==> config.mk <==
export PLATFORM = sky130hd
export DESIGN_NAME = adc_frame_packer
export DESIGN_NICKNAME = d
export VERILOG_FILES = /design/src/rtl/adc_pkg.sv /design/src/rtl/adc_ch_scan.sv /design/src/rtl/adc_frame_packer.sv
export SDC_FILE = /design/constraint.sdc
export NUM_CORES = 1
export LEC_CHECK = 0
export CORE_UTILIZATION = 45
export CTS_CLUSTER_DIAMETER = 40
export DETAILED_ROUTE_END_ITERATION = 8
export HOLD_SLACK_MARGIN = 0.02
export PLACE_DENSITY = 0.64
export SLEW_MARGIN = 20
export SYNTH_ARGS = -nofsm -noshare
export SYNTH_HDL_FRONTEND = slang
export SYNTH_SLANG_ARGS = --single-unit
==> constraint.sdc <==
create_clock -name CLK100MHz -period 8.2 [get_ports CLK100MHz]
set_clock_uncertainty 0.15 [all_clocks]
set_input_delay 1.64 -clock CLK100MHz [delete_from_list [all_inputs] [get_ports CLK100MHz]]
set_output_delay 1.64 -clock CLK100MHz [all_outputs]
set_load 0.01 [all_outputs]
==> src/rtl/adc_pkg.sv <==
// Shared types, tdata field layout and beat packing for the ADC frame packer.
package adc_pkg;

  localparam int unsigned TDATA_W      = 32;
  localparam int unsigned CH_IDX_LSB   = 24;
  localparam int unsigned CH_IDX_W     = 8;
  localparam int unsigned SEQ_LSB      = 16;
  localparam int unsigned SEQ_W        = 8;
  localparam int unsigned SAMPLE_W_MAX = 16;

  typedef enum logic {
    IDLE = 1'b0,
    SEND = 1'b1
  } state_t;

  // Assemble one AXIS beat: {ch_idx, seq, zero-extended sample}.
  function automatic logic [TDATA_W-1:0] pack_beat(
    input logic [CH_IDX_W-1:0]     ch,
    input logic [SEQ_W-1:0]        seq,
    input logic [SAMPLE_W_MAX-1:0] smp
  );
    logic [TDATA_W-1:0] b;
    b = '0;
    b[CH_IDX_LSB +: CH_IDX_W] = ch;
    b[SEQ_LSB +: SEQ_W]       = seq;
    b[0 +: SAMPLE_W_MAX]      = smp;
    return b;
  endfunction

endpackage

==> src/rtl/adc_ch_scan.sv <==
// Lowest-set-bit priority encoder over the remaining channel mask.
module adc_ch_scan
  import adc_pkg::*;
#(
  parameter int unsigned NUM_CH = 16
) (
  input  logic [NUM_CH-1:0]   i_bits,
  output logic [CH_IDX_W-1:0] o_idx,
  output logic                o_valid,
  output logic                o_last,
  output logic [NUM_CH-1:0]   o_rest
);

  // Mask with the lowest set bit removed; empty means the picked bit is the final one.
  assign o_rest  = i_bits & (i_bits - NUM_CH'(1));
  assign o_valid = |i_bits;
  assign o_last  = o_valid & ~(|o_rest);

  // Scan downwards so the lowest set index is the one left standing.
  always_comb begin
    o_idx = '0;
    for (int i = NUM_CH - 1; i >= 0; i--) begin
      if (i_bits[i]) o_idx = CH_IDX_W'(i);
    end
  end

endmodule

==> src/rtl/adc_frame_packer.sv <==
// Snapshots ADC channel samples on a decimated strobe and streams enabled channels as tagged AXIS beats.
module adc_frame_packer
  import adc_pkg::*;
#(
  parameter int unsigned NUM_CH     = 16,
  parameter int unsigned SAMPLE_W   = 12,
  parameter int unsigned DROP_CNT_W = 16
) (
  input  logic                         CLK100MHz,
  input  logic                         ARESETN,
  input  logic                         enable,
  input  logic [NUM_CH-1:0]            ch_mask,
  input  logic [15:0]                  decim,
  input  logic [15:0]                  frames_per_packet,
  input  logic [NUM_CH*SAMPLE_W-1:0]   sample_data,
  input  logic                         sample_valid,
  output logic [TDATA_W-1:0]           m_axis_tdata,
  output logic                         m_axis_tvalid,
  input  logic                         m_axis_tready,
  output logic                         m_axis_tlast,
  output logic [3:0]                   m_axis_tkeep,
  output logic                         overflow,
  input  logic                         clear_overflow,
  output logic [DROP_CNT_W-1:0]        drop_count,
  output logic                         busy
);

  localparam int unsigned FRAME_W = NUM_CH * SAMPLE_W;
  localparam int unsigned CNT_W   = 16;

  state_t                r_state, w_state_nxt;
  logic [CNT_W-1:0]      r_dec_cnt, r_decim_l;
  logic                  r_pend_full;
  logic [NUM_CH-1:0]     r_pend_mask;
  logic [FRAME_W-1:0]    r_pend_data, r_act_data;
  logic [NUM_CH-1:0]     r_rem;
  logic [SEQ_W-1:0]      r_seq, r_act_seq;
  logic [CNT_W-1:0]      r_fip, r_fpp_l;
  logic                  r_tvalid, r_tlast;
  logic [TDATA_W-1:0]    r_tdata;
  logic                  r_overflow, r_busy;
  logic [DROP_CNT_W-1:0] r_drop_cnt;

  logic                  w_stb, w_acc, w_hs, w_drop, w_fill;
  logic                  w_start, w_advance, w_load, w_pend_ok, w_close;
  logic                  w_pend_full_nxt, w_busy_nxt;
  logic [CNT_W-1:0]      w_dec_lim, w_fpp_cur, w_fpp_use;
  logic [NUM_CH-1:0]     w_scan_in, w_scan_rest;
  logic [CH_IDX_W-1:0]   w_scan_idx;
  logic                  w_scan_valid, w_scan_last;
  logic [FRAME_W-1:0]    w_src;
  logic [SEQ_W-1:0]      w_beat_seq;
  logic [SAMPLE_W-1:0]   w_sample;

  // Strobe qualification and decimation; decim is sampled on the first strobe of each period.
  assign w_stb     = sample_valid & enable & (|ch_mask);
  assign w_dec_lim = (r_dec_cnt == '0) ? decim : r_decim_l;
  assign w_acc     = w_stb & (r_dec_cnt == w_dec_lim);
  assign w_hs      = r_tvalid & m_axis_tready;

  // Scan the active frame's remaining bits, or PEND's mask once the active frame is exhausted.
  assign w_scan_in = (r_rem != '0) ? r_rem : r_pend_mask;

  adc_ch_scan #(.NUM_CH(NUM_CH)) u_scan (
    .i_bits  (w_scan_in),
    .o_idx   (w_scan_idx),
    .o_valid (w_scan_valid),
    .o_last  (w_scan_last),
    .o_rest  (w_scan_rest)
  );

  // A PEND frame may start only while enabled; it is discarded otherwise.
  assign w_pend_ok = enable & r_pend_full & w_scan_valid;

  // Next-state and beat-load control.
  always_comb begin
    w_state_nxt = r_state;
    w_start     = 1'b0;
    w_advance   = 1'b0;
    case (r_state)
      IDLE: begin
        if (w_pend_ok) begin
          w_start     = 1'b1;
          w_state_nxt = SEND;
        end
      end
      SEND: begin
        if (w_hs) begin
          if (r_rem != '0)    w_advance   = 1'b1;
          else if (w_pend_ok) w_start     = 1'b1;
          else                w_state_nxt = IDLE;
        end
      end
      default: w_state_nxt = IDLE;
    endcase
  end

  assign w_load     = w_start | w_advance;
  assign w_src      = w_start ? r_pend_data : r_act_data;
  assign w_beat_seq = w_start ? r_seq : r_act_seq;

  // Select the sample for the channel being loaded.
  always_comb begin
    w_sample = '0;
    for (int i = 0; i < NUM_CH; i++) begin
      if (w_scan_idx == CH_IDX_W'(i)) w_sample = w_src[i*SAMPLE_W +: SAMPLE_W];
    end
  end

  // Packet close: final beat of the frame that completes the count, or any final beat once disabled.
  assign w_fpp_cur = (frames_per_packet == '0) ? CNT_W'(1) : frames_per_packet;
  assign w_fpp_use = (w_start && (r_fip == '0)) ? w_fpp_cur : r_fpp_l;
  assign w_close   = w_scan_last & (((r_fip + CNT_W'(1)) == w_fpp_use) | ~enable);

  // PEND occupancy; a frame leaving PEND in the same cycle makes room for the new one.
  assign w_drop          = w_acc & r_pend_full & ~w_start;
  assign w_fill          = w_acc & ~w_drop;
  assign w_pend_full_nxt = enable & (w_fill | (r_pend_full & ~w_start));
  assign w_busy_nxt      = w_pend_full_nxt | (w_state_nxt == SEND);

  // State register.
  always_ff @(posedge CLK100MHz or negedge ARESETN) begin
    if (!ARESETN) r_state <= IDLE;
    else          r_state <= w_state_nxt;
  end

  // Decimation counter.
  always_ff @(posedge CLK100MHz or negedge ARESETN) begin
    if (!ARESETN) begin
      r_dec_cnt <= '0;
      r_decim_l <= '0;
    end else if (!enable) begin
      r_dec_cnt <= '0;
    end else if (w_stb) begin
      if (r_dec_cnt == '0) r_decim_l <= decim;
      r_dec_cnt <= w_acc ? '0 : r_dec_cnt + CNT_W'(1);
    end
  end

  // PEND frame register.
  always_ff @(posedge CLK100MHz or negedge ARESETN) begin
    if (!ARESETN) begin
      r_pend_full <= 1'b0;
      r_pend_mask <= '0;
      r_pend_data <= '0;
    end else begin
      r_pend_full <= w_pend_full_nxt;
      if (w_fill) begin
        r_pend_mask <= ch_mask;
        r_pend_data <= sample_data;
      end
    end
  end

  // ACTIVE frame, tagging counters and the registered AXIS beat.
  always_ff @(posedge CLK100MHz or negedge ARESETN) begin
    if (!ARESETN) begin
      r_act_data <= '0;
      r_act_seq  <= '0;
      r_seq      <= '0;
      r_fpp_l    <= CNT_W'(1);
      r_fip      <= '0;
      r_rem      <= '0;
      r_tvalid   <= 1'b0;
      r_tlast    <= 1'b0;
      r_tdata    <= '0;
    end else begin
      if (w_start) begin
        r_act_data <= r_pend_data;
        r_act_seq  <= r_seq;
        r_seq      <= r_seq + SEQ_W'(1);
        if (r_fip == '0) r_fpp_l <= w_fpp_cur;
      end
      if (w_load) begin
        r_rem    <= w_scan_rest;
        r_tvalid <= 1'b1;
        r_tlast  <= w_close;
        r_tdata  <= pack_beat(w_scan_idx, w_beat_seq, SAMPLE_W_MAX'(w_sample));
        if (w_scan_last) r_fip <= w_close ? '0 : r_fip + CNT_W'(1);
      end else begin
        if (w_hs) begin
          r_tvalid <= 1'b0;
          r_tlast  <= 1'b0;
        end
        if (!enable && (r_state == IDLE)) r_fip <= '0;
      end
    end
  end

  // Sticky overflow, saturating drop counter and busy flag; a drop beats a same-cycle clear.
  always_ff @(posedge CLK100MHz or negedge ARESETN) begin
    if (!ARESETN) begin
      r_overflow <= 1'b0;
      r_drop_cnt <= '0;
      r_busy     <= 1'b0;
    end else begin
      r_busy <= w_busy_nxt;
      if (w_drop) begin
        r_overflow <= 1'b1;
        if (clear_overflow)       r_drop_cnt <= DROP_CNT_W'(1);
        else if (r_drop_cnt != '1) r_drop_cnt <= r_drop_cnt + DROP_CNT_W'(1);
      end else if (clear_overflow) begin
        r_overflow <= 1'b0;
        r_drop_cnt <= '0;
      end
    end
  end

  assign m_axis_tdata  = r_tdata;
  assign m_axis_tvalid = r_tvalid;
  assign m_axis_tlast  = r_tlast;
  assign m_axis_tkeep  = 4'hF;
  assign overflow      = r_overflow;
  assign drop_count    = r_drop_cnt;
  assign busy          = r_busy;

endmodule

==> results by group <==
Global route
  – First-pass GRT wire length: 108000 microns
  – Vias in the first global route: 18000
  – Antenna violations before repair: 4
  – Grt total ovfl: 0
  – Total track usage: 0.249
  – Largest net degree at the start of global routing: 175

Timing
  – WHS: 0.320 ns
  – Worst slew margin: 0.246
  – RSZ-0062 raised after global routing: false
  – Worst-Margin Slew: 1.13 ns
  – Highest Clock Rate: 180 MHz
  – Tmin final: 5.56 ns
  – Final hold vios: 0
  – Slew Limit Fails: 0
  – Final Setup Violations: 0
  – TNS Setup: 0 ns
  – Final Cycle Share: 0.678

Place
  – Final GP Congestion: 0.895
  – Port Buf Inserts: 289
  – Dpl hpwl: 48100 microns

Hold path
  – Hold wc startpoint: r_act_data[159]
  – Hold depth: 2
  – Hold Path Class: flop to flop
  – End of the worst hold path: r_act_data[159]

Worst setup path
  – CP Cell Sequence: nor4_4 -> nand4_4 -> o211ai_2 -> o31ai_2 -> nor2_4 -> buf_4 -> mux4_2 -> a221oi_1 -> o21ai_0 -> nand2_1 -> a21oi_1
  – Worst R2R End: m_axis_tdata[6]
  – Top delay family on crit path: simple AND/OR/NAND/NOR gates
  – CP Data Arrival Time: 5.92 ns
  – Worst EP required: 8.55 ns
  – Crit path max fanout: 51
  – Worst setup EP type: flop
  – WS Path Type: flop to flop
  – R2r setup slk: 2.64 ns
  – Worst path slowest cell: nor2_4
  – Startpoint types: flop
  – Critical Path Max Stage Delay: 0.84 ns
  – Worst reg2reg startpoint: r_rem[5]
  – WP buf/inv: 1
  – R2R depth: 11

Clock network
  – Post-CTS Hold Buffers: 0
  – CTS sink cnt: 541
  – CTS buffer count: 88
  – Clock Tree Buf Depth: 3
  – Setup Fix Bufs, Post-CTS: 0
  – Worst-Skew Late Latency: 0.63 ns
  – PostCTS Resize Cnt: 0
  – CTS tree: built
  – Clk slew on worst S/H paths: 0.06 ns
  – H-tree levels: 3
  – CTS root buf: clkbuf_16

Synthesis
  – Largest area contributor in the netlist: dfrtp_1
  – Flops & latches, synth: 541
  – Mapped Area: 0.0251 sq mm
  – Synth Warn #: 0
  – Commonest cells post-synth: dfrtp_1 (540), mux2_2 (353), nand2_1 (317), o21ai_0 (75), nor2_1 (70)
  – EDFF count, synth: 0
  – Number of standard cells after synthesis: 2131
  – Async SR Flop Fraction: 1.00
  – Synth Flop Type: dfrtp_1
  – Top cells by area, synth: dfrtp_1 (54%), mux2_2 (16%), nand2_1 (4.7%)
  – Count of different cell masters after synthesis: 94
  – Syn Area/Cell: 11.8 sq um
  – Post-synth top area share: 0.539
  – Cell with the most instances after synthesis: dfrtp_1
  – Sequential area share after synthesis: 0.540

Drt
  – DR WL/cell: 21.7 microns
  – Post-route ant nets: 0
  – WL final: 70100 microns
  – Via count: 18000
  – Initial drt markers: 1361
  – Via-to-Cell Ratio: 5.57
  – # DRC: 0
  – First-pass DRT Iterations: 5

Power
  – PD cells: 277 mW/mm^2
  – Static Leakage: 15.0 nW
  – Peak supply drop: 0.243 mV

Final layout
  – Layout area overhead: 26.4%
  – Final nets: 2662
  – Share of layout cells above drive strength 1: 0.241

Outcome
  – Status: finished, final reports clean

Floorplan
  – Die area: 0.0567 sq mm
  – Core Region: 0.0551 sq mm
  – DIE WIDTH: 238 microns
  – FP Rows: 86
  – Die Y-Extent: 238 microns
  – Io pins: 302
  – Starting Density: 0.455

Run
  – Max-Cap Viols: 0
## registers in the layout, indices dropped and copies added, names as in the netlist, 8 cells and up
| name | cells |
|---|---|
| drop_count | 16 |
| m_axis_tdata | 24 |
| r_act_data | 192 |
| r_act_seq | 8 |
| r_dec_cnt | 16 |
| r_decim_l | 16 |
| r_fip | 16 |
| r_fpp_l | 16 |
| r_pend_data | 192 |
| r_pend_mask | 16 |
| r_rem | 15 |
| r_seq | 8 |
## layer usage
metal	share of wire	wire length [microns]	global-route usage
met3	0.062	4370	0.0460
met1	0.45	31800	0.359
met5	0	0	0
met2	0.46	32400	0.382
met4	0.021	1460	0.0777
## layout make-up
cell class,instances,area (sq um)
Clock inverter,63,806
Sequential cell,541,13500
Multi-Input combinational cell,1440,10800
Fill cell,4591,23400
Inverter,27,101
Antenna cell,2,5.00
Clock buffer,99,2330
Tap cell,748,936
Timing Repair Buffer,312,3140
## cells in the final DEF (no fill, tap or decap), types with 18 or more instances in the layout
master,n
a21oi_1,61
a31oi_1,26
a21o_1,18
nand3_1,41
nor2b_1,19
clkbuf_16,89
inv_1,27
nand4_1,22
xnor2_1,48
nor2_1,70
clkdlybuf4s50_1,288
mux2_2,353
a211oi_1,24
o21ai_0,74
nand2_1,316
o211ai_1,18
and3_1,22
dfrtp_1,540
nor4_1,19
mux2i_1,44
## worst min-delay path, cell delays in order (launching register included)
cell     delay, ns
dfrtp_1       0.32
nand2_1       0.04
nand2_1       0.07
## metrics by stage
stage / utilization / std cells / setup WS [ns] / total power (W) / cell area (sq um)
6_report: 0.575 / 3232 / 2.64 / 0.00876 / 31700
5_1_grt: 0.575 / 3231 / 2.25 / 0.00910 / 31700
4_1_cts: 0.575 / 3228 / 2.38 / 0.00881 / 31700
3_5_place_dp: 0.518 / 3066 / 1.75 / 0.00488 / 28500
3_3_place_gp: 0.518 / 3066 / 1.87 / 0.00487 / 28500
2_1_floorplan: - / 2141 / 3.73 / 0.00403 / 25100
## where the power goes
part / internal, W / switching, W / total (W)
clock network: 0.00247 / 0.00142 / 0.00389
logic: 0.000738 / 0.00123 / 0.00197
registers: 0.00278 / 0.000118 / 0.00290
## kinds of logic after synthesis
kind of cell | synth area share
adder cells (fa/ha/maj) | 0.00339
AND/OR/NAND/NOR | 0.114
other | 0.000300
XOR/XNOR | 0.0210
buffers and inverters | 0.0314
AO/OA/AOI/OAI | 0.102
multiplexers | 0.189
flip-flops | 0.540
## worst max path at each step
stage | from | to | slack, ns | cells past startpoint
final | r_rem[5] | m_axis_tdata[6] | 2.64 | 11
after global routing | r_rem[14] | m_axis_tdata[9] | 2.25 | 11
after CTS | enable | r_fip[1] | 2.38 | 11
after detailed placement | enable | r_fip[1] | 1.75 | 11
after global placement | enable | r_fip[2] | 1.87 | 11
after floorplan | enable | r_fip[5] | 3.73 | 12
Note: power is estimated with default switching activity, not from simulation.
